<file path="config.mk">
export PLATFORM = sky130hd
export DESIGN_NAME = jt900h_dump
export DESIGN_NICKNAME = d
export VERILOG_FILES = /design/src/rtl/jt900h_dump.sv
export SDC_FILE = /design/constraint.sdc
export NUM_CORES = 1
export LEC_CHECK = 0
export BUFFER_PORTS_ARGS = -buffer_cell sky130_fd_sc_hd__buf_2
export CAP_MARGIN = 20
export CORE_UTILIZATION = 50
export DETAILED_ROUTE_END_ITERATION = 7
export PLACE_DENSITY = 0.77
export SYNTH_ARGS = -nofsm -noshare
export SYNTH_HDL_FRONTEND = slang
export SYNTH_SLANG_ARGS = --single-unit
</file>
<file path="constraint.sdc">
create_clock -name clk -period 2.8 [get_ports clk]
set_clock_uncertainty 0.15 [all_clocks]
set_input_delay 0 -clock clk [delete_from_list [all_inputs] [get_ports clk]]
set_output_delay 0 -clock clk [all_outputs]
set_load 0.05 [all_outputs]
</file>
<file path="src/rtl/jt900h_dump.sv">
// jt900h_dump: streams a framed, checksummed snapshot of the CPU register file
module jt900h_dump #(
  parameter logic [7:0] HEADER    = 8'hA5,
  parameter logic [7:0] LAST_ADDR = 8'd81
) (
  input  logic       clk,
  input  logic       rst,
  input  logic       start,
  output logic       freeze,
  output logic       busy,
  output logic       done,
  output logic [7:0] dmp_addr,
  input  logic [7:0] dmp_dout,
  output logic [7:0] out_data,
  output logic       out_valid,
  input  logic       out_ready
);
  typedef enum logic [2:0] {IDLE, HDR, RD, SEND, CKS, FIN} state_t;
  state_t state, next;
  logic [7:0] sum, data;
  logic xfer;
  assign xfer = out_valid & out_ready;
  // next state and stream/handshake outputs, all decoded from the state
  always_comb begin
    next = state;
    out_valid = 1'b0;
    out_data = data;
    busy = state != IDLE;
    freeze = state != IDLE;
    done = state == FIN;
    case (state)
      IDLE: next = start ? HDR : IDLE;
      HDR: begin
        out_valid = 1'b1;
        out_data = HEADER;
        next = xfer ? RD : HDR;
      end
      RD: next = SEND;
      SEND: begin
        out_valid = 1'b1;
        next = xfer ? (dmp_addr == LAST_ADDR ? CKS : RD) : SEND;
      end
      CKS: begin
        out_valid = 1'b1;
        out_data = -sum;
        next = xfer ? FIN : CKS;
      end
      default: next = IDLE;
    endcase
  end
  // state, dump address, running checksum and captured dump byte
  always_ff @(posedge clk) begin
    if (!rst) begin
      state <= IDLE;
      dmp_addr <= 8'd0;
      sum <= 8'd0;
      data <= 8'd0;
    end else begin
      state <= next;
      if (state == IDLE && start) begin
        dmp_addr <= 8'd0;
        sum <= 8'd0;
      end
      if (xfer) sum <= sum + out_data;
      if (state == RD) data <= dmp_dout;
      if (state == SEND && xfer && dmp_addr != LAST_ADDR) dmp_addr <= dmp_addr + 8'd1;
    end
  end
endmodule

</file>
* After elaboration in Yosys (flattened, before gate mapping)
Index checks and enable logic that the tools add are counted.
** Operators by class
- Add/sub/neg operators :: 3
- Equal/unequal tests :: 7
- Bitwise operators :: 1
- Reduce and logical (&&, ||, !) cells :: 8
- Muxes and demuxes :: 11
** Operator list (count)
- 8-bit two-way mux :: 3
- 8-bit one-hot mux with 2 select lines :: 1
- 3-bit one-hot mux with 5 select lines :: 1
- 8-bit by 1-bit adder with 8-bit output, second input constant :: 1
- 8-bit adder :: 1
- 8-bit by 7-bit equality test with 1-bit output, second input constant :: 1
- 8-bit by 7-bit != test with 1-bit output, second input constant :: 1
- 8-bit negation :: 1
- 3-bit by 2-bit equality test with 1-bit output, second input constant :: 2
- 3-bit equality test, second input constant :: 2
- 3-bit two-way mux :: 2
- 2-bit nonzero test :: 2
- 3-bit by 1-bit equality test with 1-bit output, second input constant :: 1
- 1-bit logical AND :: 3
- 3-bit logical NOT :: 1
- 1-bit two-way mux :: 3
- 3-bit nonzero test :: 1
- 3-bit OR reduction :: 1
- 2-bit two-way mux :: 1
- 1-bit AND :: 1
** Storage, ports and cells
- Word-level logic and storage cells :: 34
- Output and inout port bits :: 20
- Bits in registers :: 27
- Input port bits :: 12

* Longest topological paths before layout
Gate-level depths: netlist of run 1.
- Depth after elaboration :: 7
- Depth in mapped cells :: 14
- Depth with buffers taken out :: 13

* Worst setup path before layout of run 1
Ideal clock, no wire load.
- Path kind :: register to register
- Start point :: reg state[0]
- End point :: reg sum[6]
- Path slack :: -0.616 ns
- Period minus slack after synthesis :: 3.416 ns
- Arrival :: 3.149 ns
- Library setup time :: 0.117 ns
- Path buffers :: 1
- Cell stages (with the launch flop) :: 15
- Data required time :: 2.533 ns
- Path through :: dfxtp_1 > buf_4 > xor2_1 > and2b_1 > nor2_1 > a21oi_1 > ha_1 > inv_1 > fa_1 > nor2b_1 > o21ai_0 > a21boi_0 > o21ai_0 > mux2i_1 > nand2_1
** Between the ends
- Elaborated cells between the ends (all ways) :: 12
- Those cells by class :: add/sub (1); eq/ne (3); mux (3); bitwise (1); reduce/logical (4)
** RTL lines
- from (decl) :: line 19 : state_t state, next;
- from (signal assigned) :: line 59 : state <= next;
- 3-bit equality test / 3-bit by 1-bit equality test with 1-bit output (equally long branches) :: line 31 : case (state)
- 8-bit one-hot mux with 2 select lines * :: line 31
- net out_data[0] :: line 14 : output logic [7:0] out_data,
- 8-bit adder * :: line 64 : if (xfer) sum <= sum + out_data;
- 8-bit two-way mux * :: line 64
- to (signal assigned) :: line 64
- to (decl) :: line 20 : logic [7:0] sum, data;
Mark *: on every way through the listed nets, which the timed path passes. The rest lies on a longest branch.
A chain may end at the register's enable or synchronous reset.

* Worst setup path in the final report of run 1
- Start point :: reg sum[1]
- End point :: reg sum[7]
** Between the ends
- Cells in the longest elaborated chain, start to end :: 4
** Ends and longest elaborated chain
- 8-bit negation :: line 45 : out_data = -sum;
- 8-bit one-hot mux with 2 select lines :: line 31
- 8-bit adder * :: line 64
- 8-bit two-way mux * :: line 64
Mark *: on every way between the ends. The rest lies on a longest branch, timed or not.

==> impl_metrics.toml, run 1 <==
[setup_path]
end_kind = "flop"
start_kind = "flop"
required_ns = 2.86
r2r-start = "sum[1]$_SDFFE_PN0P_"
worst-endpoint-arrival_ns = 2.76
crit_start = "sum[1]$_SDFFE_PN0P_"
crit_fanout = 5
critPathKind = "reg2reg"

[die]
design.core.area_mm2 = 0.00315
die-area_mm2 = 0.00368
placementRows = 20
start_util_pct = 54.6
ios = 32
fp.dieH_um = 60.7
fp.dieW_um = 60.7

[run_status]
status = "finished, final reports clean"

[synth]
synth_top_cell_area_share_pct = 31.4
ys_seq_elements = 27
yosysWarnings = 0
yosysUniqueCellTypes = 47
syn_area_per_cell_um2 = 8.44
synth_cells = 204
synth.net_count = 227
yosysSeqAreaShare_pct = 31.4
synth.largest_area_cell = "dfxtp_1"
synthesis.area_mm2 = 0.00172
synth_area_leaders = "dfxtp_1, ha_1, nor2_1"

[grt]
grt_pass1_vias = 1443
grt-ovfl-total = 0
antenna_found_initial = 0
grt_max_degree = 26
grt_first_pass_wirelength_um = 6380
track_usage_pct = 23.2

[final_layout]
area_growth_pct = 24.6
layout.nets = 274
final_cell_mix = "buf_2, nor2_1, dfxtp_1"
final_common_cell = "buf_2"
layout-drive-gt1-share_pct = 25.2
fin_util_pct = 68.0
stdcell_count = 294
antenna_cells = 0

[detailed_routing]
remaining_drc_errors = 0
antenna_left = 0
dr.first_iter.drc_count = 60
drt-vias-per-instance = 5.51
routed-via-count = 1621
dr.pass1.iters = 4
routedWlPerCell_um = 13.9
wl_um = 4100

[clock_network]
clk_latency_ns = 0.33
clock_sinks = 27
cts-root-buf = "clkbuf_4"
clk_pin_slew_worst_paths_ns = 0.15
htreeDepth = 1
cts.path.max_buffers = 2
cts_tree = "built"
cts_buffers = 3

[worst_hold_path]
min_from = "start"
hold_class = "in2reg"

[timing]
rsz0062_at_grt = "true"
clock.fmax_ghz = 0.371
slew_headroom_pct = 45.6
setup_tns_ns = 0
finalHoldViolCount = 0
fin_crit_ns = 2.70
tightestPinTransition_ns = 0.815
finalSetupViolations = 0
finalCritPeriodShare_pct = 96.4
slew_viol_final = 0

[pwr]
power_density_mw_per_mm2 = 371
total_power_mw = 0.795
power.leakage_nw = 0.915
peakVddDrop_mv = 0.278

[placement]
gp_congestion = 0.854
portBuffers = 31
dp_cells = 276
dp_hpwl_um = 2900

[run]
cap_violations = 0
==> state kept, by name, indices dropped and copies added (netlist names) <==
signal    count
sum           8
dmp_addr      8
state         3
data          8
==> path summary, 6_finish.rpt <==
kind / endpoint / depth (start not counted) / slack (ns)
min reg2reg: sum[7]$_SDFFE_PN0P_ / 1 / 0.37
max: sum[7]$_SDFFE_PN0P_ / 13 / 0.10
max reg2reg: sum[7]$_SDFFE_PN0P_ / 13 / 0.10
min: sum[0]$_SDFFE_PN0P_ / 4 / 0.13
==> synth_stat cells (all sizes together) <==
cell type,n
a2111oi,1
a211oi,2
a21boi,1
a21o,2
a21oi,12
a22o,4
a31oi,3
a41oi,1
and2,2
and2b,1
and3,4
and4bb,1
buf,8
clkbuf,3
dfxtp,27
fa,1
ha,10
inv,11
mux2i,9
nand2,11
nand2b,3
nand3,6
nand4,3
nand4b,1
nor2,29
nor2b,3
nor3,4
nor3b,6
nor4,2
nor4b,1
o2111a,1
o2111ai,1
o21ai,10
o221a,1
o31a,1
o31ai,1
o41ai,1
or2,1
or3,2
or3b,2
xnor2,5
xor2,6
==> timing repair <==
| action | CTS | global route |
|---|---|---|
| hold buffers | 11 | 0 |
| resized for setup | 3 | 6 |
| hold endpoints to repair | 17 | 0 |
| buffers inserted | 0 | 3 |
| pin swaps | 0 | 1 |
| setup endpoints to repair | 1 | 3 |
==> kinds of logic after synthesis <==
| kind of cell | Yosys count | synth area share, % |
|---|---|---|
| xor gates and xnor gates | 11 | 5.60 |
| and+or+nand+nor | 82 | 25.9 |
| AOI/OAI and AO/OA | 42 | 16.5 |
| DFF | 27 | 31.4 |
| muxes | 9 | 5.23 |
| adders and majority gates | 11 | 8.43 |
| buffers and inverters | 22 | 6.90 |
==> where the power goes <==
group	internal, mW	switching (mW)	leakage, nW
Clock	0.0559	0.117	0.0150
Sequential	0.393	0.0106	0.220
Combinational	0.0825	0.136	0.680
Total	0.532	0.263	0.915
==> metal layers <==
metal,wire length [µm],share of wire (%),global-route usage (%)
met2,2070,51,43.5
met5,0,0,0
met4,74,1.8,6.49
met3,175,4.3,4.26
met1,1780,43,26.9
==> stage by stage <==
stage	hold WS [ns]	cell area [µm²]	setup WS, ns
after floorplan	-0.0104	1760	-0.00523
after global placement	0.0884	1950	0.0755
after detailed placement	0.0925	1950	0.00165
after CTS	0.147	2100	0.0444
after global routing	0.210	2140	-0.0487
final	0.128	2140	0.101
==> cell type report <==
| class | instances | area [µm²] |
|---|---|---|
| Timing Repair Buffer | 53 | 348 |
| Inverter | 11 | 41.3 |
| Fill cell | 273 | 1010 |
| Multi-Input combinational cell | 155 | 1130 |
| Sequential cell | 27 | 547 |
| Tap cell | 44 | 55.1 |
| Clock buffer | 4 | 26.3 |
==> critical path: stages (launching register included) <==
cell and delay (ns):
dfxtp_2 0.37, inv_1 0.10, ha_2 0.20, nor3b_4 0.19
nor3b_2 0.20, xnor2_1 0.10, a22o_4 0.24, ha_4 0.29
nand2_1 0.05, o21ai_0 0.16, o21ai_1 0.10, xor2_1 0.16
o2111ai_1 0.17, o41ai_1 0.09
(Power assumes the default switching activity.)
==> inputs of run 2 (changes only) <==
Settings changed: CORE_ASPECT_RATIO from default to 0.75, PLACE_DENSITY 0.77 to 0.79.
==> impl_metrics.toml, run 2 (same netlist as run 1, synthesis figures left out) <==
[pwr]
power_density_mw_per_mm2 = 386
total_power_mw = 0.857
peakVddDrop_mv = 0.173
power.leakage_nw = 0.945

[detailed_routing]
antenna_left = 0
wl_met2_um = 1970
dr.first_iter.drc_count = 104
wl_met3_um = 208
remaining_drc_errors = 0
routedWlPerCell_um = 15.0
dr.pass1.iters = 4
topRoutingLayerUsed = "met4"
routed-via-count = 1651
wl_um = 4380
drt-vias-per-instance = 5.65
m1WireLength_um = 2170

[final_layout]
final_common_cell = "buf_2"
stdcell_count = 292
top_regs = "data (8), dmp_addr (8), sum (8)"
layout.nets = 276
fill_cells = 264
layout-drive-gt1-share_pct = 28.2
area_growth_pct = 28.8
final_cell_mix = "buf_2, nor2_1, dfxtp_1, buf_4"
antenna_cells = 0

[timing]
finalSetupViolations = 0
finalHoldViolCount = 0
finalCritPeriodShare_pct = 99.6
slew_headroom_pct = 47.8
slew_viol_final = 0
clock.fmax_ghz = 0.359
fin_hold_ws_ns = 0.248
layout_setup_ws_ns = 0.0110
tightestPinTransition_ns = 0.782
fin_crit_ns = 2.79

[clock_network]
cts_tree = "built"
cts-root-buf = "clkbuf_8"
clock_sinks = 27
clk_pin_slew_worst_paths_ns = 0.10
htreeDepth = 1
clk_latency_ns = 0.28
cts_buffers = 3
cts.path.max_buffers = 2

[die]
start_util_pct = 52.4
fp.dieH_um = 52.8
ios = 32
placementRows = 18
design.core.area_mm2 = 0.00329
fp.dieW_um = 69.8
die-area_mm2 = 0.00368

[setup_path]
end_kind = "flop"
worst-endpoint-arrival_ns = 2.78
critPathKind = "reg2reg"
start_kind = "flop"
rrSetupSlack_ns = 0.01
required_ns = 2.79
crit_fanout = 5

[grt]
track_usage_pct = 23.0
antenna_found_initial = 0
grt_pass1_vias = 1476
grt_first_pass_wirelength_um = 6670
grt_max_degree = 26
grt-ovfl-total = 0

[run]
cap_violations = 0

[placement]
dp_cells = 272
portBuffers = 31
dp_hpwl_um = 2980
gp_congestion = 0.782
pre_cts_ws_ns = -0.0482

[worst_hold_path]
hold_class = "in2reg"

[run_status]
status = "finished, final reports clean"
==> run 2: changes by cell type in the layout (fill, tap and decap cells not counted), moves of 2 or more <==
cell,previous run,this run
clkbuf_4,3,0
ha_4,1,3
clkbuf_8,0,3
inv_1,11,9
buf_4,11,13
ha_2,2,0
==> run 2: stage by stage <==
step	area, µm²	util, %	setup TNS (ns)
finish	2220	67.4	0
global route	2220	67.4	-0.0888
CTS	2110	64.1	0
detailed placement	1950	59.3	-0.0482
global placement	1950	59.3	0
floorplan	1760	-	-0.00523
==> run 2: layout make-up <==
class / count / area [µm²] / share of cell area (%)
well taps: 40 / 50.0 / 2.26
inverters: 11 / 43.8 / 1.98
clock inverters: 1 / 5.00 / 0.226
clock buffers: 3 / 41.3 / 1.86
flip-flops and latches: 27 / 548 / 24.7
multi-input cells: 155 / 1170 / 52.6
repair buffers: 55 / 363 / 16.4
==> run 2: critical path: stages (launching register included) <==
cell,delay [ns]
dfxtp_2,0.36
inv_2,0.09
ha_4,0.14
nor3b_4,0.19
nor3b_4,0.22
xnor2_1,0.10
a22o_4,0.24
ha_4,0.29
nand2_1,0.07
o21ai_1,0.17
o21ai_1,0.10
xor2_1,0.19
o2111ai_1,0.22
o41ai_1,0.10
==> run 2: final timing paths <==
| check | start | end | cells after the start |
|---|---|---|---|
| hold / removal | start | sum[0]$_SDFFE_PN0P_ | 4 |
| setup / recovery | sum[1]$_SDFFE_PN0P_ | sum[7]$_SDFFE_PN0P_ | 13 |
| hold reg to reg | data[2]$_SDFFE_PN0P_ | data[2]$_SDFFE_PN0P_ | 2 |
| setup reg to reg | sum[1]$_SDFFE_PN0P_ | sum[7]$_SDFFE_PN0P_ | 13 |
==> run 2: routing by layer <==
metal	track usage, %	vias up
li1	-	815
met1	30.7	784
met2	37.7	48
met3	5.96	4
met4	5.33	0
met5	0	-
==> run 2: power breakdown <==
part,leakage [nW],internal (mW),switching [mW]
sequential,0.221,0.393,0.0126
clock,0.0255,0.0999,0.125
combinational,0.699,0.0863,0.140
total,0.945,0.579,0.278
==> run 2: repair_timing <==
item	CTS	global route
buffers inserted	0	5
endpoints found under the setup margin	1	3
cloned	0	0
gates resized for setup	2	17
hold buffers	11	0
endpoints found under the hold margin	17	0
pin swaps	0	6
